$ cat src/rtl/uart_port_if.sv
// CPU-side read/write handshake bundle for uart_port.
interface uart_port_if;
  logic       uartReadReq;
  logic       uartReadAck;
  logic [7:0] uartReadData;
  logic       uartWriteReq;
  logic [7:0] uartWriteData;
  logic       uartWriteReady;

  modport master (
    output uartReadReq, uartWriteReq, uartWriteData,
    input  uartReadAck, uartReadData, uartWriteReady
  );

  modport slave (
    input  uartReadReq, uartWriteReq, uartWriteData,
    output uartReadAck, uartReadData, uartWriteReady
  );
endinterface

$ cat src/rtl/uart_port.sv
// 8N1 UART with a CPU read/write handshake and a small receive FIFO.
// TX and RX run independently from one clock; RX input is double-synchronized.
module uart_port #(
  parameter int unsigned CLKS_PER_BIT = 16,
  parameter int unsigned RX_DEPTH     = 4
) (
  input  logic        clk,
  input  logic        reset,
  uart_port_if.slave  bus,
  input  logic        rxPin,
  output logic        txPin,
  output logic [4:0]  rxCount,
  output logic        rxOverrun,
  output logic        rxFrameErr
);

  localparam int unsigned     CW        = $clog2(CLKS_PER_BIT);
  localparam int unsigned     AW        = $clog2(RX_DEPTH);
  localparam logic [CW-1:0]   BIT_LAST  = CW'(CLKS_PER_BIT - 1);
  localparam logic [CW-1:0]   HALF_LAST = CW'(CLKS_PER_BIT / 2 - 1);
  localparam logic [4:0]      DEPTH5    = 5'(RX_DEPTH);

  typedef enum logic [1:0] {T_IDLE, T_START, T_DATA, T_STOP} tx_state_e;
  typedef enum logic [1:0] {X_IDLE, X_START, X_DATA, X_STOP} rx_state_e;
  typedef enum logic       {R_IDLE, R_WAIT_DROP}             rd_state_e;

  // ---------------- transmit ----------------
  tx_state_e     tx_state_q;
  logic [CW-1:0] tx_cnt_q;
  logic [2:0]    tx_bit_q;
  logic [7:0]    tx_shift_q;
  logic          tx_q;
  logic          ready_q;

  always_ff @(posedge clk or negedge reset) begin
    if (!reset) begin
      tx_state_q <= T_IDLE;
      tx_cnt_q   <= '0;
      tx_bit_q   <= '0;
      tx_shift_q <= '0;
      tx_q       <= 1'b1;
      ready_q    <= 1'b0;
    end else begin
      case (tx_state_q)
        T_IDLE: begin
          tx_q     <= 1'b1;
          tx_cnt_q <= '0;
          if (ready_q && bus.uartWriteReq) begin
            tx_shift_q <= bus.uartWriteData;
            ready_q    <= 1'b0;
            tx_q       <= 1'b0;
            tx_state_q <= T_START;
          end else begin
            ready_q <= 1'b1;
          end
        end
        T_START: begin
          if (tx_cnt_q == BIT_LAST) begin
            tx_cnt_q   <= '0;
            tx_bit_q   <= '0;
            tx_q       <= tx_shift_q[0];
            tx_state_q <= T_DATA;
          end else begin
            tx_cnt_q <= tx_cnt_q + 1'b1;
          end
        end
        T_DATA: begin
          if (tx_cnt_q == BIT_LAST) begin
            tx_cnt_q <= '0;
            if (tx_bit_q == 3'd7) begin
              tx_q       <= 1'b1;
              tx_state_q <= T_STOP;
            end else begin
              // Shift register keeps the next bit at [1] so txPin stays registered.
              tx_shift_q <= {1'b0, tx_shift_q[7:1]};
              tx_q       <= tx_shift_q[1];
              tx_bit_q   <= tx_bit_q + 1'b1;
            end
          end else begin
            tx_cnt_q <= tx_cnt_q + 1'b1;
          end
        end
        T_STOP: begin
          if (tx_cnt_q == BIT_LAST) begin
            tx_cnt_q   <= '0;
            ready_q    <= 1'b1;
            tx_state_q <= T_IDLE;
          end else begin
            tx_cnt_q <= tx_cnt_q + 1'b1;
          end
        end
        default: tx_state_q <= T_IDLE;
      endcase
    end
  end

  // ---------------- receive ----------------
  logic          sync1_q, sync2_q, rx_prev_q;
  rx_state_e     rx_state_q;
  logic [CW-1:0] rx_cnt_q;
  logic [2:0]    rx_bit_q;
  logic [7:0]    rx_shift_q;
  logic          frame_err_q;
  logic          rx_done;

  always_ff @(posedge clk or negedge reset) begin
    if (!reset) begin
      sync1_q   <= 1'b1;
      sync2_q   <= 1'b1;
      rx_prev_q <= 1'b1;
    end else begin
      sync1_q   <= rxPin;
      sync2_q   <= sync1_q;
      rx_prev_q <= sync2_q;
    end
  end

  // High for the one cycle in which the stop bit centre is sampled.
  assign rx_done = (rx_state_q == X_STOP) && (rx_cnt_q == BIT_LAST);

  always_ff @(posedge clk or negedge reset) begin
    if (!reset) begin
      rx_state_q  <= X_IDLE;
      rx_cnt_q    <= '0;
      rx_bit_q    <= '0;
      rx_shift_q  <= '0;
      frame_err_q <= 1'b0;
    end else begin
      case (rx_state_q)
        X_IDLE: begin
          rx_cnt_q <= '0;
          if (rx_prev_q && !sync2_q) rx_state_q <= X_START;
        end
        X_START: begin
          if (rx_cnt_q == HALF_LAST) begin
            rx_cnt_q   <= '0;
            rx_bit_q   <= '0;
            rx_state_q <= sync2_q ? X_IDLE : X_DATA;
          end else begin
            rx_cnt_q <= rx_cnt_q + 1'b1;
          end
        end
        X_DATA: begin
          if (rx_cnt_q == BIT_LAST) begin
            rx_cnt_q   <= '0;
            rx_shift_q <= {sync2_q, rx_shift_q[7:1]};
            rx_bit_q   <= rx_bit_q + 1'b1;
            if (rx_bit_q == 3'd7) rx_state_q <= X_STOP;
          end else begin
            rx_cnt_q <= rx_cnt_q + 1'b1;
          end
        end
        X_STOP: begin
          if (rx_done) begin
            rx_cnt_q   <= '0;
            rx_state_q <= X_IDLE;
            if (!sync2_q) frame_err_q <= 1'b1;
          end else begin
            rx_cnt_q <= rx_cnt_q + 1'b1;
          end
        end
        default: rx_state_q <= X_IDLE;
      endcase
    end
  end

  // ---------------- FIFO and read handshake ----------------
  logic [7:0]    mem_q [RX_DEPTH];
  logic [AW-1:0] wr_ptr_q, rd_ptr_q;
  logic [4:0]    count_q;
  logic          overrun_q;
  rd_state_e     rd_state_q;
  logic          ack_q;
  logic [7:0]    rdata_q;
  logic          pop, push, drop, full;

  assign full = (count_q == DEPTH5);
  assign pop  = (rd_state_q == R_IDLE) && bus.uartReadReq && (count_q != '0);
  // A simultaneous pop frees the slot the incoming byte needs.
  assign push = rx_done && sync2_q && (!full || pop);
  assign drop = rx_done && sync2_q && full && !pop;

  always_ff @(posedge clk) begin
    if (push) mem_q[wr_ptr_q] <= rx_shift_q;
  end

  always_ff @(posedge clk or negedge reset) begin
    if (!reset) begin
      wr_ptr_q   <= '0;
      rd_ptr_q   <= '0;
      count_q    <= '0;
      overrun_q  <= 1'b0;
      rd_state_q <= R_IDLE;
      ack_q      <= 1'b0;
      rdata_q    <= '0;
    end else begin
      ack_q <= 1'b0;
      if (push) wr_ptr_q <= wr_ptr_q + 1'b1;
      if (pop)  rd_ptr_q <= rd_ptr_q + 1'b1;
      if (drop) overrun_q <= 1'b1;
      case ({push, pop})
        2'b10:   count_q <= count_q + 5'd1;
        2'b01:   count_q <= count_q - 5'd1;
        default: count_q <= count_q;
      endcase
      case (rd_state_q)
        R_IDLE: begin
          if (pop) begin
            ack_q      <= 1'b1;
            rdata_q    <= mem_q[rd_ptr_q];
            rd_state_q <= R_WAIT_DROP;
          end
        end
        R_WAIT_DROP: begin
          if (!bus.uartReadReq) rd_state_q <= R_IDLE;
        end
        default: rd_state_q <= R_IDLE;
      endcase
    end
  end

  assign bus.uartReadAck    = ack_q;
  assign bus.uartReadData   = rdata_q;
  assign bus.uartWriteReady = ready_q;
  assign txPin              = tx_q;
  assign rxCount            = count_q;
  assign rxOverrun          = overrun_q;
  assign rxFrameErr         = frame_err_q;

endmodule
$ cat src/flat_wrapper.sv
// flat-port wrapper written by rule: the top's interface ports become plain ports
module uart_port_flat 
#(
  parameter int unsigned CLKS_PER_BIT = 16,
  parameter int unsigned RX_DEPTH     = 4
)
  (clk, reset, rxPin, txPin, rxCount, rxOverrun, rxFrameErr, bus_uartReadReq, bus_uartWriteReq, bus_uartWriteData, bus_uartReadAck, bus_uartReadData, bus_uartWriteReady);
  uart_port_if bus_i ();
  input  logic clk;
  input  logic reset;
  input  logic rxPin;
  output logic txPin;
  output logic [4:0] rxCount;
  output logic rxOverrun;
  output logic rxFrameErr;
  input wire logic [$bits(bus_i.uartReadReq)-1:0] bus_uartReadReq;
  input wire logic [$bits(bus_i.uartWriteReq)-1:0] bus_uartWriteReq;
  input wire logic [$bits(bus_i.uartWriteData)-1:0] bus_uartWriteData;
  output wire logic [$bits(bus_i.uartReadAck)-1:0] bus_uartReadAck;
  output wire logic [$bits(bus_i.uartReadData)-1:0] bus_uartReadData;
  output wire logic [$bits(bus_i.uartWriteReady)-1:0] bus_uartWriteReady;
  assign bus_i.uartReadReq = bus_uartReadReq;
  assign bus_i.uartWriteReq = bus_uartWriteReq;
  assign bus_i.uartWriteData = bus_uartWriteData;
  assign bus_uartReadAck = bus_i.uartReadAck;
  assign bus_uartReadData = bus_i.uartReadData;
  assign bus_uartWriteReady = bus_i.uartWriteReady;
  uart_port #(.CLKS_PER_BIT(CLKS_PER_BIT), .RX_DEPTH(RX_DEPTH)) u_core (.clk(clk), .reset(reset), .bus(bus_i), .rxPin(rxPin), .txPin(txPin), .rxCount(rxCount), .rxOverrun(rxOverrun), .rxFrameErr(rxFrameErr));
endmodule
$ cat config.mk
export PLATFORM = sky130hd
export DESIGN_NAME = uart_port_flat
export DESIGN_NICKNAME = d
export VERILOG_FILES = /design/src/rtl/uart_port_if.sv /design/src/rtl/uart_port.sv /design/src/flat_wrapper.sv
export SDC_FILE = /design/constraint.sdc
export NUM_CORES = 1
export LEC_CHECK = 0
export CAP_MARGIN = 10
export CORE_ASPECT_RATIO = 1.75
export CORE_MARGIN = 5
export CORE_UTILIZATION = 58
export DETAILED_ROUTE_END_ITERATION = 7
export PLACE_DENSITY_LB_ADDON = 0.15
export SETUP_SLACK_MARGIN = 0.1
export SLEW_MARGIN = 5
export SYNTH_ARGS = -nofsm -noshare
export SYNTH_HDL_FRONTEND = slang
export SYNTH_SLANG_ARGS = --single-unit
$ cat constraint.sdc
create_clock -name clk -period 3.36 [get_ports clk]
set_input_delay 0.672 -clock clk [delete_from_list [all_inputs] [get_ports clk]]
set_output_delay 0.672 -clock clk [all_outputs]
set_load 0.03 [all_outputs]
==> impl_metrics.py, run 1 <==
metrics = {
    "min_path": {
        "min-delay-path-class": "reg2reg",
    },
    "pwr": {
        "seqPwrFrac_pct": 43.8,
        "power.density_mw_per_mm2": 645,
        "p_comb_share_pct": 23.5,
        "pwr-share-clk_pct": 32.6,
        "ir_drop_mv": 0.561,
        "p_leak_nw": 2.20,
        "p_switching_mw": 0.943,
        "switching_share_pct": 29.5,
        "p_int_mw": 2.26,
    },
    "sta": {
        "fmax_mhz": 337,
        "setup_viol": 0,
        "fin_ws_ps": 391,
        "tightest_slew_ps": 1060,
        "finalSetupTns_ps": 0,
        "final_hold_viol_count": 0,
        "skew_ps": 5.31,
        "drv_slew": 0,
        "period_share_pct": 88.3,
        "rsz0062_at_grt": "no",
        "slew_headroom_pct": 29.4,
        "min_period_ps": 2970,
    },
    "cts": {
        "cts_buffers": 9,
        "clkSinkCount": 92,
        "cts_setup_buffers": 0,
        "clock-root-buffer": "clkbuf_16",
        "h-tree-depth": 3,
        "insertion_delay_ps": 330,
        "clk_pin_slew_ps": 60,
        "cts-resized-gates": 0,
        "cts_hold_buffers": 0,
        "cts_tree": "built",
        "cts_buffer_depth": 2,
    },
    "die": {
        "core-area_mm2": 0.00718,
        "die_area_mm2": 0.00923,
        "die_x_um": 74.8,
        "start_util_pct": 59.4,
        "die_h_um": 123,
        "pin_count": 31,
        "num_rows": 41,
    },
    "grt": {
        "grt_pass1_wl_um": 13000,
        "antenna_found_initial": 0,
        "grt_overflow": 0,
        "gr-usage-met3_pct": 4.48,
        "grt_max_degree": 47,
        "use_met2_pct": 32.3,
        "grt.busiest_layer": "met2",
        "grtUsageTotal_pct": 18.7,
        "grt_pass1_vias": 2734,
        "grt_use_met1_pct": 21.9,
    },
    "routing": {
        "wl_per_cell_um": 17.0,
        "drt_iter0_markers": 125,
        "drtAntennaViolNets": 0,
        "routed-via-count": 2602,
        "routed_wl_um": 7630,
        "via_per_inst": 5.81,
        "drc": 0,
        "firstDrtPassIters": 4,
    },
    "final_layout": {
        "drive_gt1_share_pct": 17.7,
        "area_delta_synth_final_pct": 16.3,
        "diodes": 0,
        "layout.cells.non_filler": 448,
        "design_area_mm2": 0.00496,
        "n_fill_cell": 507,
        "post-route-util_pct": 69.0,
        "finish.net_count": 391,
    },
    "placed_design": {
        "gp_congestion": 0.776,
        "port_buffers": 30,
        "dpl.cell_count": 432,
        "dp_hpwl_um": 5290,
        "dpl_cell_area_mm2": 0.00465,
        "dp_slack_ps": 188,
    },
    "yosys": {
        "synth_edf_count": 32,
        "synth_top_area_cell": "dfrtp_1",
        "syn_avg_cell_area_um2": 13.3,
        "ys.flop_type": "dfrtp_1",
        "yosysWarnings": 0,
        "synth.ff_latch_count": 92,
        "async_flop_share_pct": 65.2,
        "syn-num-nets": 355,
        "synth.distinct_cells": 57,
        "synthTopCellsByArea": "dfrtp_1 (33%), edfxtp_1 (23%), ha_1 (6.2%), mux2_2 (5.0%), mux4_2 (4.2%)",
        "synthTopCellsByCount": "dfrtp_1 (56), edfxtp_1 (32), nand2_1 (22)",
        "synth_area_mm2": 0.00426,
        "synth.most_common_cell": "dfrtp_1",
        "ys_seq_area_share_pct": 57.9,
        "syn_inst": 321,
        "yosys.area.top_type_share_pct": 32.9,
    },
    "critical_path": {
        "cp_data_arrival_time_ps": 3190,
        "cp_max_fo": 7,
        "worstSetupEndpointType": "flop",
        "critPathRequiredTime_ps": 3580,
        "critPathLaunchType": "flop",
        "critical_path_class": "reg2reg",
    },
    "run": {
        "maxCapViolations": 0,
    },
    "status": {
        "status": "completed",
    },
}
==> worst max-delay path, stage by stage (launching register included) <==
cell	delay, ps
dfrtp_1	410
ha_1	260
and4_1	300
a221oi_2	440
xor2_1	120
ha_1	280
o31a_1	260
a2111oi_1	430
mux2i_1	130
a211o_1	230
==> cell usage in the layout, fill, tap and decap left out, drive strengths merged, types with 3 or more instances in the layout <==
cell type | netlist | routed
edfxtp | 32 | 32
and2 | 4 | 4
dfrtp | 56 | 56
a22o | 3 | 3
xnor2 | 5 | 5
mux2i | 13 | 13
xor2 | 3 | 3
mux4 | 8 | 8
nand2 | 22 | 22
a21o | 3 | 3
inv | 15 | 15
nor2b | 4 | 4
nor2 | 16 | 16
a21oi | 14 | 14
ha | 21 | 21
nand4 | 3 | 3
clkdlybuf4s50 | 0 | 29
nor3 | 6 | 6
dfstp | 4 | 4
nand2b | 4 | 4
buf | 8 | 8
mux2 | 20 | 20
o21ai | 15 | 15
clkbuf | 4 | 11
==> power by group through the flow <==
stage	Combinational, mW	Clock, mW	Sequential, mW
finish	0.753	1.04	1.40
global placement	0.737	0	1.42
global route	0.832	1.11	1.42
CTS	0.759	1.07	1.41
detailed placement	0.755	0	1.43
floorplan	0.541	0	1.41
==> registers in the layout, summed over array words and instances, names as in the netlist, 3 cells and up, named ones only <==
register                 count
u_core.rx_bit_q              3
u_core.rx_cnt_q              4
u_core.rxCount               5
u_core.tx_bit_q              3
u_core.tx_shift_q            8
u_core.mem_q                32
u_core.rx_shift_q            8
u_core.bus.uartReadData      8
u_core.tx_cnt_q              4
==> routing by layer <==
layer	up-vias	wire length, µm
met3	12	251
li1	1253	-
met5	-	0
met4	0	153
met1	1290	3000
met2	47	4220
==> through the flow <==
stage | power, mW | hold WS [ps]
2_1_floorplan | 1.95 | 345
3_5_place_dp | 2.18 | 348
6_report | 3.20 | 357
3_3_place_gp | 2.15 | 348
5_1_grt | 3.37 | 367
4_1_cts | 3.23 | 357
==> logic make-up after synthesis <==
logic type,after synthesis,synth area share (%)
AO/OA/AOI/OAI,58,9.24
XOR/XNOR,8,1.64
adder cells (fa/ha/maj),21,6.16
buffers and inverters,27,2.96
flip-flops,92,57.9
multiplexers,41,12.9
AND/OR/NAND/NOR,74,9.18
==> layout make-up <==
cell class / instances / area (µm²) / area share, %
flip-flops and latches: 92 / 2470 / 49.8
multi-input cells: 202 / 1670 / 33.7
repair buffers: 37 / 348 / 7.01
clock buffers: 11 / 233 / 4.69
well taps: 86 / 108 / 2.17
clock inverters: 5 / 76.3 / 1.54
inverters: 15 / 56.3 / 1.14
==> final timing paths <==
kind	from	to	slack, ps	cells past startpoint
min in group asynchronous	reset	u_core.bus.uartReadData[0]	530	1
setup / recovery	u_core.rx_state_q[0]	u_core.rxCount[4]	390	9
max in group asynchronous	reset	u_core.sync1_q	2000	2
hold reg to reg	u_core.sync1_q	u_core.sync2_q	360	0
hold / removal	u_core.sync1_q	u_core.sync2_q	360	0
setup reg to reg	u_core.rx_state_q[0]	u_core.rxCount[4]	390	9
No activity file was read; power rests on OpenSTA's default activity.
==> run 2, diff against run 1 <==
--- a/config.mk
+++ b/config.mk
@@ -9,6 +9,7 @@
 export CORE_ASPECT_RATIO = 1.75
 export CORE_MARGIN = 5
 export CORE_UTILIZATION = 58
+export CTS_BUF_LIST = sky130_fd_sc_hd__clkbuf_8 sky130_fd_sc_hd__clkbuf_16
 export DETAILED_ROUTE_END_ITERATION = 7
 export PLACE_DENSITY_LB_ADDON = 0.15
 export SETUP_SLACK_MARGIN = 0.1
==> run 2 against run 1 <==
Effect of this change:
- routed wire length up 0.33%
- global-route usage unchanged
- combinational power about the same
- first-iteration DRC count up 14%
- critical endpoint unchanged
==> impl_metrics.py, run 2 (synthesis results as in run 1) <==
metrics = {
    "status": {
        "status": "completed",
    },
    "critical_path": {
        "ff2ff_path_depth": 9,
        "reg2reg_slack_ps": 390,
        "crit_start": "u_core.rx_state_q[0]",
        "cp_data_arrival_time_ps": 3190,
        "r2r_end": "u_core.rxCount[4]",
        "cpPeakStageDelay_ps": 440,
        "cp_max_fo": 7,
        "worstSetupEndpointType": "flop",
        "cp_cell_sequence": "ha_1, and4_1, a221oi_2, xor2_1, ha_1, o31a_1, a2111oi_1, mux2i_1, a211o_1",
        "r2r_start": "u_core.rx_state_q[0]",
        "crit_top_cell": "ha_1",
        "critical_path_class": "reg2reg",
        "critPathLaunchType": "flop",
        "slowest_stage": "a221oi_2",
        "critPathRequiredTime_ps": 3580,
    },
    "die": {
        "core-area_mm2": 0.00718,
        "die_area_mm2": 0.00923,
        "die_h_um": 123,
        "start_util_pct": 59.4,
        "num_rows": 41,
        "die_x_um": 74.8,
        "pin_count": 31,
    },
    "routing": {
        "via_per_inst": 5.84,
        "routed_wl_um": 7650,
        "routed-via-count": 2617,
        "firstDrtPassIters": 6,
        "drtAntennaViolNets": 0,
        "wl_per_cell_um": 17.1,
        "drt_iter0_markers": 143,
        "drc": 0,
    },
    "sta": {
        "setup_viol": 0,
        "finalSetupTns_ps": 0,
        "skew_ps": 4.53,
        "fmax_mhz": 337,
        "slew_headroom_pct": 29.6,
        "drv_slew": 0,
        "fin_ws_ps": 389,
        "whs_ps": 357,
        "final_hold_viol_count": 0,
        "min_period_ps": 2970,
        "period_share_pct": 88.4,
        "tightest_slew_ps": 1060,
        "rsz0062_at_grt": "no",
    },
    "grt": {
        "grt_overflow": 0,
        "grtUsageTotal_pct": 18.7,
        "grt_max_degree": 47,
        "gr-usage-met3_pct": 4.48,
        "antenna_found_initial": 0,
        "grt_pass1_wl_um": 13000,
        "use_met2_pct": 32.3,
        "grt_use_met1_pct": 21.9,
        "grt_pass1_vias": 2734,
        "grt.busiest_layer": "met2",
    },
    "cts": {
        "clk_pin_slew_ps": 60,
        "cts_hold_buffers": 0,
        "clkSinkCount": 92,
        "cts_setup_buffers": 0,
        "h-tree-depth": 3,
        "cts_buffer_depth": 2,
        "cts-resized-gates": 0,
        "clock-root-buffer": "clkbuf_16",
        "cts_buffers": 9,
        "insertion_delay_ps": 330,
        "cts_tree": "built",
    },
    "min_path": {
        "hold_path.startpoint": "u_core.sync1_q",
        "whs_path_depth": 0,
        "hold_end": "u_core.sync2_q",
        "min-delay-path-class": "reg2reg",
    },
    "final_layout": {
        "drive_gt1_share_pct": 17.7,
        "layout.cells.non_filler": 448,
        "mostFrequentLayoutCells": "dfrtp_1 (56), edfxtp_1 (32), clkdlybuf4s50_1 (29)",
        "largest_register_ffs": 32,
        "finish.net_count": 391,
        "area_delta_synth_final_pct": 16.3,
        "largest_register": "u_core.mem_q",
        "final_common_cell": "dfrtp_1",
        "diodes": 0,
    },
    "placed_design": {
        "dp_slack_ps": 188,
        "port_buffers": 30,
        "dpl.cell_count": 432,
        "gp_congestion": 0.776,
        "dp_hpwl_um": 5290,
    },
    "pwr": {
        "p_switching_mw": 0.941,
        "switching_share_pct": 29.5,
        "power.density_mw_per_mm2": 644,
        "p_int_mw": 2.25,
        "ir_drop_mv": 0.561,
        "pwr-share-clk_pct": 32.5,
        "seqPwrFrac_pct": 43.9,
        "p_comb_share_pct": 23.6,
        "p_leak_nw": 2.21,
        "total_power_mw": 3.19,
    },
    "run": {
        "maxCapViolations": 0,
    },
}
[run 2: final cells by class]
class | instances | area [µm²]
Fill cell | 507 | 2220
Clock buffer | 9 | 225
Multi-Input combinational cell | 202 | 1670
Sequential cell | 92 | 2470
Clock inverter | 7 | 83.8
Inverter | 15 | 56.3
Timing Repair Buffer | 37 | 348
Tap cell | 86 | 108
[run 2: power by group through the flow]
stage | sequential, mW | combinational, mW | clock (mW)
after floorplan | 1.41 | 0.541 | 0
after global placement | 1.42 | 0.737 | 0
after detailed placement | 1.43 | 0.755 | 0
after CTS | 1.41 | 0.759 | 1.06
after global routing | 1.42 | 0.832 | 1.11
final | 1.40 | 0.753 | 1.04
[run 2: through the flow]
step                instance area [µm²]  util, %
floorplan                          4260        -
global placement                   4650     64.7
detailed placement                 4650     64.7
CTS                                4960     69.0
global route                       4960     69.0
finish                             4960     69.0
[run 2: routing by layer]
metal | part of all wire [%] | vias up
li1 | - | 1257
met1 | 40 | 1297
met2 | 55 | 50
met3 | 3.3 | 13
met4 | 1.8 | 0
met5 | 0 | -
[run 2: worst max path at each step]
stage / to / depth (start not counted) / slack [ps]
after floorplan: u_core.rxCount[4] / 9 / 630
after global placement: u_core.rxCount[4] / 9 / 270
after detailed placement: u_core.rxCount[4] / 9 / 190
after CTS: u_core.rxCount[4] / 9 / 400
after global routing: u_core.rxCount[4] / 9 / 210
final: u_core.rxCount[4] / 9 / 390
[run 2: worst max-delay path: cells and delay by family (launching register included)]
family	cells	cell delay, ps
compound gates	4	1360
xor+xnor	1	130
fa+ha+maj	2	540
flops	1	410
mux	1	130
simple gates	1	300
